[src/rtl/glitch_pkg.sv]
// Shared types and helpers for the glitch sweep controller.
package glitch_pkg;

    // Default width of all delay/width/holdoff/count values.
    localparam int unsigned CNT_W_DEFAULT = 32;

    // Sequencer states.
    typedef logic [2:0] state_t;
    localparam state_t StIdle    = 3'd0;
    localparam state_t StArm     = 3'd1;
    localparam state_t StDelay   = 3'd2;
    localparam state_t StPulse   = 3'd3;
    localparam state_t StHoldoff = 3'd4;

    // PLL clock frequency used for host-side ns -> cycle conversion.
    localparam int unsigned PLL_MHZ = 204;

    // Convert a delay in ns to PLL cycles, rounding up so a request is never shortened.
    function automatic logic [CNT_W_DEFAULT-1:0] ns_to_cycles(input logic [CNT_W_DEFAULT-1:0] ns);
        logic [63:0] prod;
        prod = 64'(ns) * 64'(PLL_MHZ) + 64'd999;
        return CNT_W_DEFAULT'(prod / 64'd1000);
    endfunction

endpackage

[src/rtl/trig_sync.sv]
// Trigger synchronizer: SYNC_STAGES flops into the clk domain plus a rising-edge detect flop.
module trig_sync #(
    parameter int unsigned SYNC_STAGES = 2
) (
    input  logic clk,
    input  logic rst_n,
    input  logic trigger_i,
    output logic trig_rise_o
);

    logic [SYNC_STAGES-1:0] sync_q;
    logic                   prev_q;

    // Shift the raw trigger through the synchronizer and remember the last synchronized level.
    always_ff @(posedge clk or negedge rst_n) begin
        if (!rst_n) begin
            sync_q <= '0;
            prev_q <= 1'b0;
        end else begin
            sync_q <= {sync_q[SYNC_STAGES-2:0], trigger_i};
            prev_q <= sync_q[SYNC_STAGES-1];
        end
    end

    assign trig_rise_o = sync_q[SYNC_STAGES-1] & ~prev_q;

endmodule

[src/rtl/glitch_sweep_ctrl.sv]
// Glitch sweep sequencer: arm on trigger, wait delay, pulse glitch, hold off, advance sweep point.
// Define GLITCH_SWEEP_WIDTH_EN to enable the second (glitch width) sweep dimension.
module glitch_sweep_ctrl
    import glitch_pkg::*;
#(
    parameter int unsigned CNT_W       = CNT_W_DEFAULT,
    parameter int unsigned SYNC_STAGES = 2
) (
    input  logic             clk,
    input  logic             rst_n,
    input  logic             start_i,
    input  logic             abort_i,
    input  logic             trigger_i,
    input  logic [CNT_W-1:0] cfg_delay_start_i,
    input  logic [CNT_W-1:0] cfg_delay_step_i,
    input  logic [CNT_W-1:0] cfg_delay_count_i,
    input  logic [CNT_W-1:0] cfg_width_start_i,
    input  logic [CNT_W-1:0] cfg_width_count_i,
    input  logic [CNT_W-1:0] cfg_holdoff_i,
    output logic             glitch_o,
    output logic             busy_o,
    output logic             done_o,
    output logic             attempt_stb_o,
    output logic [CNT_W-1:0] cur_delay_o,
    output logic [CNT_W-1:0] cur_width_o,
    output logic             delay_indicator_o,
    output logic             done_indicator_o
);

    localparam logic [CNT_W-1:0] One = CNT_W'(1);

    logic trig_rise;

    state_t           state_q, state_d;
    logic [CNT_W-1:0] cnt_q, cnt_d;
    logic [CNT_W-1:0] dstart_q, dstart_d;
    logic [CNT_W-1:0] dstep_q, dstep_d;
    logic [CNT_W-1:0] dcount_q, dcount_d;
    logic [CNT_W-1:0] holdoff_q, holdoff_d;
    logic [CNT_W-1:0] didx_q, didx_d;
    logic [CNT_W-1:0] cur_delay_q, cur_delay_d;
    logic [CNT_W-1:0] cur_width_q, cur_width_d;
    logic             glitch_q, glitch_d;
    logic             stb_q, stb_d;
    logic             done_q, done_d;
    logic             done_ind_q, done_ind_d;
    logic             finish;
`ifdef GLITCH_SWEEP_WIDTH_EN
    logic [CNT_W-1:0] wcount_q, wcount_d;
    logic [CNT_W-1:0] widx_q, widx_d;
`else
    logic             unused_width_count;
    assign unused_width_count = ^cfg_width_count_i;
`endif

    trig_sync #(
        .SYNC_STAGES (SYNC_STAGES)
    ) u_trig_sync (
        .clk         (clk),
        .rst_n       (rst_n),
        .trigger_i   (trigger_i),
        .trig_rise_o (trig_rise)
    );

    // Next-state logic: abort overrides the whole sequencer; one shared down-counter per phase.
    always_comb begin
        state_d     = state_q;
        cnt_d       = cnt_q;
        dstart_d    = dstart_q;
        dstep_d     = dstep_q;
        dcount_d    = dcount_q;
        holdoff_d   = holdoff_q;
        didx_d      = didx_q;
        cur_delay_d = cur_delay_q;
        cur_width_d = cur_width_q;
        glitch_d    = glitch_q;
        stb_d       = 1'b0;
        done_d      = 1'b0;
        done_ind_d  = done_ind_q;
        finish      = 1'b0;
`ifdef GLITCH_SWEEP_WIDTH_EN
        wcount_d    = wcount_q;
        widx_d      = widx_q;
`endif
        if (abort_i) begin
            state_d  = StIdle;
            glitch_d = 1'b0;
        end else begin
            case (state_q)
                StIdle: begin
                    if (start_i) begin
                        dstart_d    = cfg_delay_start_i;
                        dstep_d     = cfg_delay_step_i;
                        dcount_d    = (cfg_delay_count_i == '0) ? One : cfg_delay_count_i;
                        holdoff_d   = cfg_holdoff_i;
                        cur_delay_d = cfg_delay_start_i;
                        cur_width_d = (cfg_width_start_i == '0) ? One : cfg_width_start_i;
                        didx_d      = '0;
`ifdef GLITCH_SWEEP_WIDTH_EN
                        wcount_d    = (cfg_width_count_i == '0) ? One : cfg_width_count_i;
                        widx_d      = '0;
`endif
                        done_ind_d  = 1'b0;
                        state_d     = StArm;
                    end
                end
                StArm: begin
                    if (trig_rise) begin
                        cnt_d   = cur_delay_q;
                        state_d = StDelay;
                    end
                end
                StDelay: begin
                    // DELAY occupies cur_delay+1 cycles; glitch flop rises on the exit edge.
                    if (cnt_q == '0) begin
                        cnt_d    = cur_width_q - One;
                        glitch_d = 1'b1;
                        state_d  = StPulse;
                    end else begin
                        cnt_d = cnt_q - One;
                    end
                end
                StPulse: begin
                    if (cnt_q == '0) begin
                        glitch_d = 1'b0;
                        stb_d    = 1'b1;
                        cnt_d    = (holdoff_q == '0) ? '0 : holdoff_q - One;
                        state_d  = StHoldoff;
                    end else begin
                        cnt_d = cnt_q - One;
                    end
                end
                StHoldoff: begin
                    if (cnt_q == '0) begin
                        if (didx_q + One == dcount_q) begin
                            didx_d      = '0;
                            cur_delay_d = dstart_q;
`ifdef GLITCH_SWEEP_WIDTH_EN
                            if (widx_q + One == wcount_q) begin
                                finish = 1'b1;
                            end else begin
                                widx_d      = widx_q + One;
                                cur_width_d = cur_width_q + One;
                            end
`else
                            finish      = 1'b1;
`endif
                        end else begin
                            didx_d      = didx_q + One;
                            cur_delay_d = cur_delay_q + dstep_q;
                        end
                        if (finish) begin
                            done_d     = 1'b1;
                            done_ind_d = 1'b1;
                            state_d    = StIdle;
                        end else begin
                            state_d = StArm;
                        end
                    end else begin
                        cnt_d = cnt_q - One;
                    end
                end
                default: begin
                    glitch_d = 1'b0;
                    state_d  = StIdle;
                end
            endcase
        end
    end

    // State and datapath registers.
    always_ff @(posedge clk or negedge rst_n) begin
        if (!rst_n) begin
            state_q     <= StIdle;
            cnt_q       <= '0;
            dstart_q    <= '0;
            dstep_q     <= '0;
            dcount_q    <= '0;
            holdoff_q   <= '0;
            didx_q      <= '0;
            cur_delay_q <= '0;
            cur_width_q <= '0;
            glitch_q    <= 1'b0;
            stb_q       <= 1'b0;
            done_q      <= 1'b0;
            done_ind_q  <= 1'b0;
`ifdef GLITCH_SWEEP_WIDTH_EN
            wcount_q    <= '0;
            widx_q      <= '0;
`endif
        end else begin
            state_q     <= state_d;
            cnt_q       <= cnt_d;
            dstart_q    <= dstart_d;
            dstep_q     <= dstep_d;
            dcount_q    <= dcount_d;
            holdoff_q   <= holdoff_d;
            didx_q      <= didx_d;
            cur_delay_q <= cur_delay_d;
            cur_width_q <= cur_width_d;
            glitch_q    <= glitch_d;
            stb_q       <= stb_d;
            done_q      <= done_d;
            done_ind_q  <= done_ind_d;
`ifdef GLITCH_SWEEP_WIDTH_EN
            wcount_q    <= wcount_d;
            widx_q      <= widx_d;
`endif
        end
    end

    assign glitch_o          = glitch_q;
    assign busy_o            = (state_q != StIdle);
    assign done_o            = done_q;
    assign attempt_stb_o     = stb_q;
    assign cur_delay_o       = cur_delay_q;
    assign cur_width_o       = cur_width_q;
    assign delay_indicator_o = (state_q == StDelay);
    assign done_indicator_o  = done_ind_q;

endmodule

[config.mk]
export PLATFORM = sky130hd
export DESIGN_NAME = glitch_sweep_ctrl
export DESIGN_NICKNAME = d
export VERILOG_FILES = /design/src/rtl/glitch_pkg.sv /design/src/rtl/trig_sync.sv /design/src/rtl/glitch_sweep_ctrl.sv
export SDC_FILE = /design/constraint.sdc
export NUM_CORES = 1
export LEC_CHECK = 0
export CAP_MARGIN = 10
export CORE_ASPECT_RATIO = 1.4
export CORE_MARGIN = 10
export CORE_UTILIZATION = 55
export CTS_BUF_LIST = sky130_fd_sc_hd__clkbuf_2 sky130_fd_sc_hd__clkbuf_4 sky130_fd_sc_hd__clkbuf_8
export CTS_CLUSTER_DIAMETER = 200
export DETAILED_ROUTE_END_ITERATION = 12
export GPL_TIMING_DRIVEN = 0
export PLACE_DENSITY = 0.82
export SLEW_MARGIN = 10
export SYNTH_ARGS = -nofsm -noshare
export SYNTH_HDL_FRONTEND = slang
export SYNTH_SLANG_ARGS = --single-unit
export TNS_END_PERCENT = 100
[constraint.sdc]
create_clock -name clk -period 4.36 [get_ports clk]
set_input_delay 1.09 -clock clk [delete_from_list [all_inputs] [get_ports clk]]
set_output_delay 1.09 -clock clk [all_outputs]
set_load 0.02 [all_outputs]
==> impl_metrics.xml <==
<?xml version="1.0" encoding="UTF-8"?>
<metrics>
  <group name="cells_and_area">
    <metric name="utilization" unit="">0.690</metric>
    <metric name="share_of_final_layout_standard_cells_stronger_than_drive_strength_1" unit="">0.0722</metric>
    <metric name="layout.cell_area.non_filler" unit="µm²">20600</metric>
    <metric name="final_cell_count_no_fill" unit="">2743</metric>
    <metric name="fin_nets" unit="">2556</metric>
    <metric name="flow.area_growth_from_synthesis" unit="%">24.1</metric>
  </group>
  <group name="die">
    <metric name="io_pins" unit="">267</metric>
    <metric name="die_y" unit="µm">225</metric>
    <metric name="fp.coreArea" unit="µm²">29800</metric>
    <metric name="initial_core_util" unit="">0.556</metric>
    <metric name="dieArea" unit="µm²">37600</metric>
    <metric name="die_w" unit="µm">167</metric>
    <metric name="placementRows" unit="">75</metric>
  </group>
  <group name="global_routing">
    <metric name="grt_max_degree" unit="">106</metric>
    <metric name="gr-usage-met2" unit="">0.585</metric>
    <metric name="globalRoute.totalOverflow" unit="">0</metric>
    <metric name="grt_antenna_before_repair" unit="">2</metric>
    <metric name="first_pass_grt_wire_length" unit="µm">99300</metric>
    <metric name="number_of_global_route_vias_before_repair" unit="">17300</metric>
    <metric name="groute.layer.met3.usage" unit="">0.0492</metric>
    <metric name="track_usage" unit="">0.336</metric>
    <metric name="gr-usage-met1" unit="">0.369</metric>
    <metric name="routing_layer_with_the_top_usage_in_global_route" unit="">met2</metric>
  </group>
  <group name="power">
    <metric name="p_sw_frac" unit="">0.438</metric>
    <metric name="maximum_vdd_ir_drop" unit="V">0.000367</metric>
    <metric name="pwr_density_cell" unit="nW/µm²">623</metric>
    <metric name="cell_internal_pwr" unit="W">0.00721</metric>
    <metric name="power.switching" unit="W">0.00561</metric>
    <metric name="finalPower" unit="W">0.0128</metric>
    <metric name="power.sequential.fraction" unit="">0.349</metric>
    <metric name="combPwrFrac" unit="">0.458</metric>
    <metric name="power.static_leakage" unit="nW">9.17</metric>
    <metric name="clock_power_share" unit="">0.193</metric>
  </group>
  <group name="synthesis">
    <metric name="synth_enable_flop_cells" unit="">0</metric>
    <metric name="ys.warnings.count" unit="">0</metric>
    <metric name="mappedNetlistArea" unit="µm²">16600</metric>
    <metric name="synth_largest_area_cell" unit="">sky130_fd_sc_hd__dfrtp_1</metric>
    <metric name="synth_fp_nets" unit="">2265</metric>
    <metric name="yosys.cell_types.count" unit="">86</metric>
    <metric name="ranking_of_synthesized_cells_by_area" unit="">sky130_fd_sc_hd__dfrtp_1 (40%), sky130_fd_sc_hd__nand2_1 (12%), sky130_fd_sc_hd__o21ai_0 (4.5%)</metric>
    <metric name="syn_inst" unit="">2032</metric>
    <metric name="postSynthRegisterBits" unit="">266</metric>
    <metric name="fraction_of_synthesis_flops_using_an_asynchronous_set_or_reset_pin" unit="">1.00</metric>
    <metric name="yosys.area.top_type_share" unit="">0.401</metric>
    <metric name="synth_ff_type" unit="">sky130_fd_sc_hd__dfrtp_1</metric>
    <metric name="post_synth.cell_area_avg" unit="µm²">8.16</metric>
    <metric name="yosysSeqAreaShare" unit="">0.401</metric>
  </group>
  <group name="sta">
    <metric name="slew_viol_final" unit="">0</metric>
    <metric name="rsz0062_at_grt" unit="">false</metric>
    <metric name="worst_clock_skew" unit="ns">0.0276</metric>
    <metric name="layout_min_cycle_time" unit="ns">4.29</metric>
    <metric name="worst_slew_pin_slew" unit="ns">1.08</metric>
    <metric name="timing_hold_violations_final" unit="">0</metric>
    <metric name="min_period_over_period" unit="">0.983</metric>
    <metric name="slew-limit-headroom" unit="">0.282</metric>
    <metric name="finalSetupViolCount" unit="">0</metric>
    <metric name="achievable-frequency" unit="GHz">0.233</metric>
  </group>
  <group name="routing">
    <metric name="detail_route.vias_per_cell" unit="">6.21</metric>
    <metric name="vias" unit="">17000</metric>
    <metric name="detailedRoute.firstIterationViolations" unit="">1524</metric>
    <metric name="post-route-drc-count" unit="">0</metric>
    <metric name="detail_route.wirelength" unit="µm">64700</metric>
    <metric name="first_pass_drt_iterations" unit="">5</metric>
    <metric name="ant_nets_after_route" unit="">0</metric>
    <metric name="wire_per_inst" unit="µm">23.6</metric>
  </group>
  <group name="cts">
    <metric name="ctsLongestPathBuffers" unit="">3</metric>
    <metric name="clock_insertion_delay_worst_skew" unit="ns">0.62</metric>
    <metric name="clock_tree.root_cell" unit="">sky130_fd_sc_hd__clkbuf_8</metric>
    <metric name="clock_tree_from_tritoncts" unit="">built</metric>
    <metric name="clkSlewWorstSetupHoldPaths" unit="ns">0.06</metric>
    <metric name="clk_sink_count" unit="">266</metric>
    <metric name="cts_inserted_buffers" unit="">45</metric>
    <metric name="cts-htree-levels" unit="">2</metric>
  </group>
  <group name="worst_setup_path">
    <metric name="crit_chain" unit="">inv_1 -&gt; ha_1 -&gt; or4b_2 -&gt; nor2_4 -&gt; nand4_4 -&gt; or4_1 -&gt; buf_2 -&gt; nor2_1 -&gt; o221ai_1 -&gt; nand2_1 -&gt; o21ai_0 -&gt; a22o_1</metric>
    <metric name="worst-path-max-fanout" unit="">8</metric>
    <metric name="kind_of_critical_path" unit="">reg2reg</metric>
    <metric name="cp_num_buf_inv" unit="">2</metric>
    <metric name="critical_path_required_time" unit="ns">4.85</metric>
    <metric name="crit_path_max_incr_delay" unit="ns">0.70</metric>
    <metric name="start_point_of_the_critical_path" unit="">cnt_q[0]$_DFFE_PN0P_</metric>
    <metric name="worst_setup_path_start_kind" unit="">flop</metric>
    <metric name="crit_path_top_delay_cell" unit="">sky130_fd_sc_hd__or4b_2</metric>
    <metric name="arrival" unit="ns">4.77</metric>
    <metric name="r2r-start" unit="">cnt_q[0]$_DFFE_PN0P_</metric>
    <metric name="worst_path_dominant_cell_family" unit="">simple AND/OR/NAND/NOR gates</metric>
    <metric name="endpoint_kind" unit="">flop</metric>
  </group>
  <group name="placement">
    <metric name="gp_congestion" unit="">0.984</metric>
    <metric name="place.detailed.hpwl" unit="µm">49700</metric>
    <metric name="numPortBuffers" unit="">233</metric>
    <metric name="placement.cell_area" unit="µm²">19500</metric>
    <metric name="dp.cells" unit="">2655</metric>
  </group>
  <group name="hold_path">
    <metric name="timing.hold.worst.start" unit="">u_trig_sync.sync_q[0]$_DFF_PN0_</metric>
    <metric name="timing.hold.worst.class" unit="">reg2reg</metric>
  </group>
  <group name="status">
    <metric name="run_status" unit="">completed</metric>
  </group>
  <group name="run">
    <metric name="max_cap_violations" unit="">0</metric>
  </group>
</metrics>
final cells by class:
cell class / instances / area, µm²
Antenna cell: 2 / 5.00
Buffer: 111 / 490
Clock buffer: 71 / 902
Clock inverter: 9 / 78.8
Fill cell: 2384 / 9260
Inverter: 33 / 124
Multi-Input combinational cell: 1620 / 9370
Sequential cell: 266 / 6660
Tap cell: 385 / 482
Timing Repair Buffer: 246 / 2470
per-layer routing:
layer / part of all wire / routed length (µm)
met4: 0.078 / 5060
met2: 0.50 / 32100
met5: 0 / 0
met1: 0.36 / 23100
met3: 0.068 / 4420
what timing repair did:
item | CTS | global route
gates resized for setup | 5 | 5
endpoints found under the setup margin | 56 | 50
buffers inserted | 6 | 2
hold buffers | 0 | 0
pin swaps | 2 | 1
sequential cells by signal, summed over array words and instances, names as in the netlist, 32 cells and up:
name / flops
cnt_q: 32
cur_delay_o: 32
cur_width_o: 32
dcount_q: 32
didx_q: 32
dstart_q: 32
dstep_q: 32
holdoff_q: 32
worst register-to-register path: stages (launching register included):
cell and delay [ns]:
sky130_fd_sc_hd__dfrtp_1 0.51, sky130_fd_sc_hd__inv_1 0.13, sky130_fd_sc_hd__ha_1 0.23, sky130_fd_sc_hd__or4b_2 0.70, sky130_fd_sc_hd__nor2_4 0.22, sky130_fd_sc_hd__nand4_4 0.21, sky130_fd_sc_hd__or4_1 0.51, sky130_fd_sc_hd__buf_2 0.18
sky130_fd_sc_hd__nor2_1 0.60, sky130_fd_sc_hd__o221ai_1 0.40, sky130_fd_sc_hd__nand2_1 0.17, sky130_fd_sc_hd__o21ai_0 0.09, sky130_fd_sc_hd__a22o_1 0.24
stage by stage:
step | TNS [ns] | hold WS (ns) | worst slack, ns
6_report | 0 | 0.358 | 0.0722
3_3_place_gp | -2486.42 | 0.337 | -9.33
3_5_place_dp | -5.71 | 0.340 | -0.394
4_1_cts | 0 | 0.355 | 0.0427
5_1_grt | 0 | 0.369 | 0.00361
2_1_floorplan | 0 | 0.331 | 0.721
layout by cell type, fill, tap and decap left out, types with 59 or more instances in the layout:
master and count:
sky130_fd_sc_hd__nand2_1 551, sky130_fd_sc_hd__nor2_1 93, sky130_fd_sc_hd__clkdlybuf4s50_1 232, sky130_fd_sc_hd__clkbuf_8 59
sky130_fd_sc_hd__xor2_1 70, sky130_fd_sc_hd__a21oi_1 65, sky130_fd_sc_hd__dfrtp_1 266, sky130_fd_sc_hd__o21ai_0 148
sky130_fd_sc_hd__clkbuf_1 82, sky130_fd_sc_hd__xnor2_1 83
cell families (layout without fill, tap and decap cells):
group,after synthesis,count (layout),synth area share
and+or+nand+nor,966,966,0.271
AOI/OAI and AO/OA,447,447,0.171
DFF,266,266,0.401
xor gates and xnor gates,153,153,0.0808
buffers and inverters,146,470,0.0373
adders and majority gates,36,36,0.0276
muxes,18,18,0.0112
other,0,2,0
power groups by stage:
stage                     clock network (W)  registers [W]  logic, W
after global placement                    0        0.00443   0.00558
after detailed placement                  0        0.00446   0.00573
after floorplan                           0        0.00438   0.00355
final                               0.00247        0.00448   0.00587
after global routing                0.00259        0.00457   0.00641
after CTS                           0.00248        0.00443   0.00578
path summary, 6_finish.rpt:
check	to	slack (ns)	depth (start not counted)
max	cnt_q[4]$_DFFE_PN0P_	0.07	12
min	u_trig_sync.sync_q[1]$_DFF_PN0_	0.36	0
max reg2reg	cnt_q[4]$_DFFE_PN0P_	0.07	12
min reg2reg	u_trig_sync.sync_q[1]$_DFF_PN0_	0.36	0
max in group asynchronous	dstart_q[4]$_DFFE_PN0P_	2.52	3
min in group asynchronous	holdoff_q[17]$_DFFE_PN0P_	0.42	1
synth_stat cells, types with 44 or more instances:
| library cell | n |
|---|---|
| sky130_fd_sc_hd__nand3_1 | 56 |
| sky130_fd_sc_hd__nor2_1 | 95 |
| sky130_fd_sc_hd__xor2_1 | 70 |
| sky130_fd_sc_hd__nand2_1 | 551 |
| sky130_fd_sc_hd__clkbuf_1 | 86 |
| sky130_fd_sc_hd__nor3_1 | 55 |
| sky130_fd_sc_hd__a21o_1 | 44 |
| sky130_fd_sc_hd__a21oi_1 | 66 |
| sky130_fd_sc_hd__o21ai_0 | 148 |
| sky130_fd_sc_hd__nor4_1 | 49 |
| sky130_fd_sc_hd__dfrtp_1 | 266 |
| sky130_fd_sc_hd__xnor2_1 | 83 |
(Power assumes the default switching activity.)
==> RTL change (same settings) <==
Add a define of `GLITCH_SWEEP_WIDTH_EN`.
--- a/src/rtl/glitch_sweep_ctrl.sv
+++ b/src/rtl/glitch_sweep_ctrl.sv
@@ -2,2 +2,4 @@
 // Define GLITCH_SWEEP_WIDTH_EN to enable the second (glitch width) sweep dimension.
+`define GLITCH_SWEEP_WIDTH_EN
+
 module glitch_sweep_ctrl
Check against the original RTL: same outputs for any inputs over 4 cycles, from zero or initial values and one cycle with rst_n low; that may be too few to reach the edited logic, so the function may still have changed.
==> RTL change against the unedited design <==
The run now ends with setup timing left. Global-route usage up 3.3 points. Setup slack worse by 0.087 ns. Worst hold slack got worse by 0.0099 ns. Register-to-register slack improved by 0.03 ns. Non-clock buffer count rose by 100. Clock power rose by 17%. First-iteration DRC count is 54% higher. Synthesized area rose by 27%. Sequential cell count grew 64. Cell area grew 27%. Critical path depth fell by 4. Total power shrank 17%. Routed wire length rose by 37%.
==> RTL change: results (changes against the unedited design) <==
* Status: finished, violations left
* Failing checks: setup timing
* CP max stage cell: clkbuf_1
* Global Route met2 Usage at 0.601 (+0.0159)
* Sequential share of cell area at 0.317 (-0.00619)
* Signal buffers at 457 (+28%)
* GPL Wtd Cong at 1.06 (+7.9%)
* Largest net degree at the start of global routing at 107 (+0.94%)
* Number of distinct library cells after synthesis at 83 (-3.5%)
* Non-CTS inverters at 45 (+36%)
* R2R depth at 13 (+1)
* Resized cells post-CTS at 57 (+52)
* Skew final at 0.0659 ns (+0.0383 ns)
* Setup Total Neg Slack at -0.0143 ns (-0.0143 ns)
* Clock-net power at 0.00289 W (+17%)
* Inst Count DP at 3,355 (+26%)
* Met3 usage at 0.0735 (+0.0243)
* Ranking of synthesized cells by area: dfrtp_1 (39%), nand2_1 (12%), xnor2_1 (5.7%), o21ai_0 (3.4%), clkbuf_1 (2.6%)
* Clock latency on the worst-skew pair at 0.69 ns (+0.07 ns)
* Area of placed instances at 24,400 µm² (+25%)
* Reg2reg start: didx_q[12]$_DFFE_PN0P_
* Port Buffer Count at 266 (+14%)
* Global router's overall resource usage at 0.369 (+0.0331)
* Area of the multi-input gates at 12,200 µm² (+31%)
* Grt met1 use at 0.413 (+0.0448)
* Hold WS at 0.349 ns (-0.00988 ns)
* Crit path setup slack, layout at -0.0143 ns (-0.0865 ns)
* Routed len/inst at 25.5 µm (+8.1%)
* WP data arrival at 4.94 ns (+0.17 ns)
* Final WL at 88,600 µm (+37%)
* Seq_cells at 330 (+24%)
* DP HPWL at 67,700 µm (+36%)
* Final setup viols at 1 (+1)
* First-pass GRT wire length at 132,000 µm (+33%)
* Worst r2r dst: cur_width_o[23]$_DFFE_PN0P_
* Met3 WL at 8170 µm (+85%)
* Post-CTS Setup Bufs at 17 (+11)
* Cells after Synth at 2,613 (+29%)
* Top sig layer: met5
* Slowest stage delay, CP at 1.09 ns (+0.39 ns)
* Count of multi-input combinational gates at 2,073 (+28%)
* Sequential cell area fraction in the yosys report at 0.392 (-0.00875)
* WL met2 at 41,700 µm (+30%)
* Area Growth Syn to Fin at 23.8%
* Buffering overhead at 0.141 (-0.00338)
[RTL change: cells by family after synthesis]
kind of cell / synth area share
and+or+nand+nor: 0.278
DFF: 0.392
AOI/OAI and AO/OA: 0.169
adders and majority gates: 0.0241
xor gates and xnor gates: 0.0824
muxes: 0.0157
buffers and inverters: 0.0389
[RTL change: worst max path at each step]
stage	startpoint	to	slack, ns	cells past startpoint
4_1_cts	widx_q[10]$_DFFE_PN0P_	cur_width_o[19]$_DFFE_PN0P_	0.02	13
3_5_place_dp	didx_q[0]$_DFFE_PN0P_	done_indicator_o$_DFFE_PN0P_	-1.23	12
6_report	abort_i	dcount_q[10]$_DFFE_PN0P_	-0.01	8
2_1_floorplan	didx_q[0]$_DFFE_PN0P_	cur_width_o[14]$_DFFE_PN0P_	0.37	13
5_1_grt	didx_q[11]$_DFFE_PN0P_	widx_q[23]$_DFFE_PN0P_	-0.01	15
3_3_place_gp	rst_n	dstep_q[11]$_DFFE_PN0P_	-12.04	1
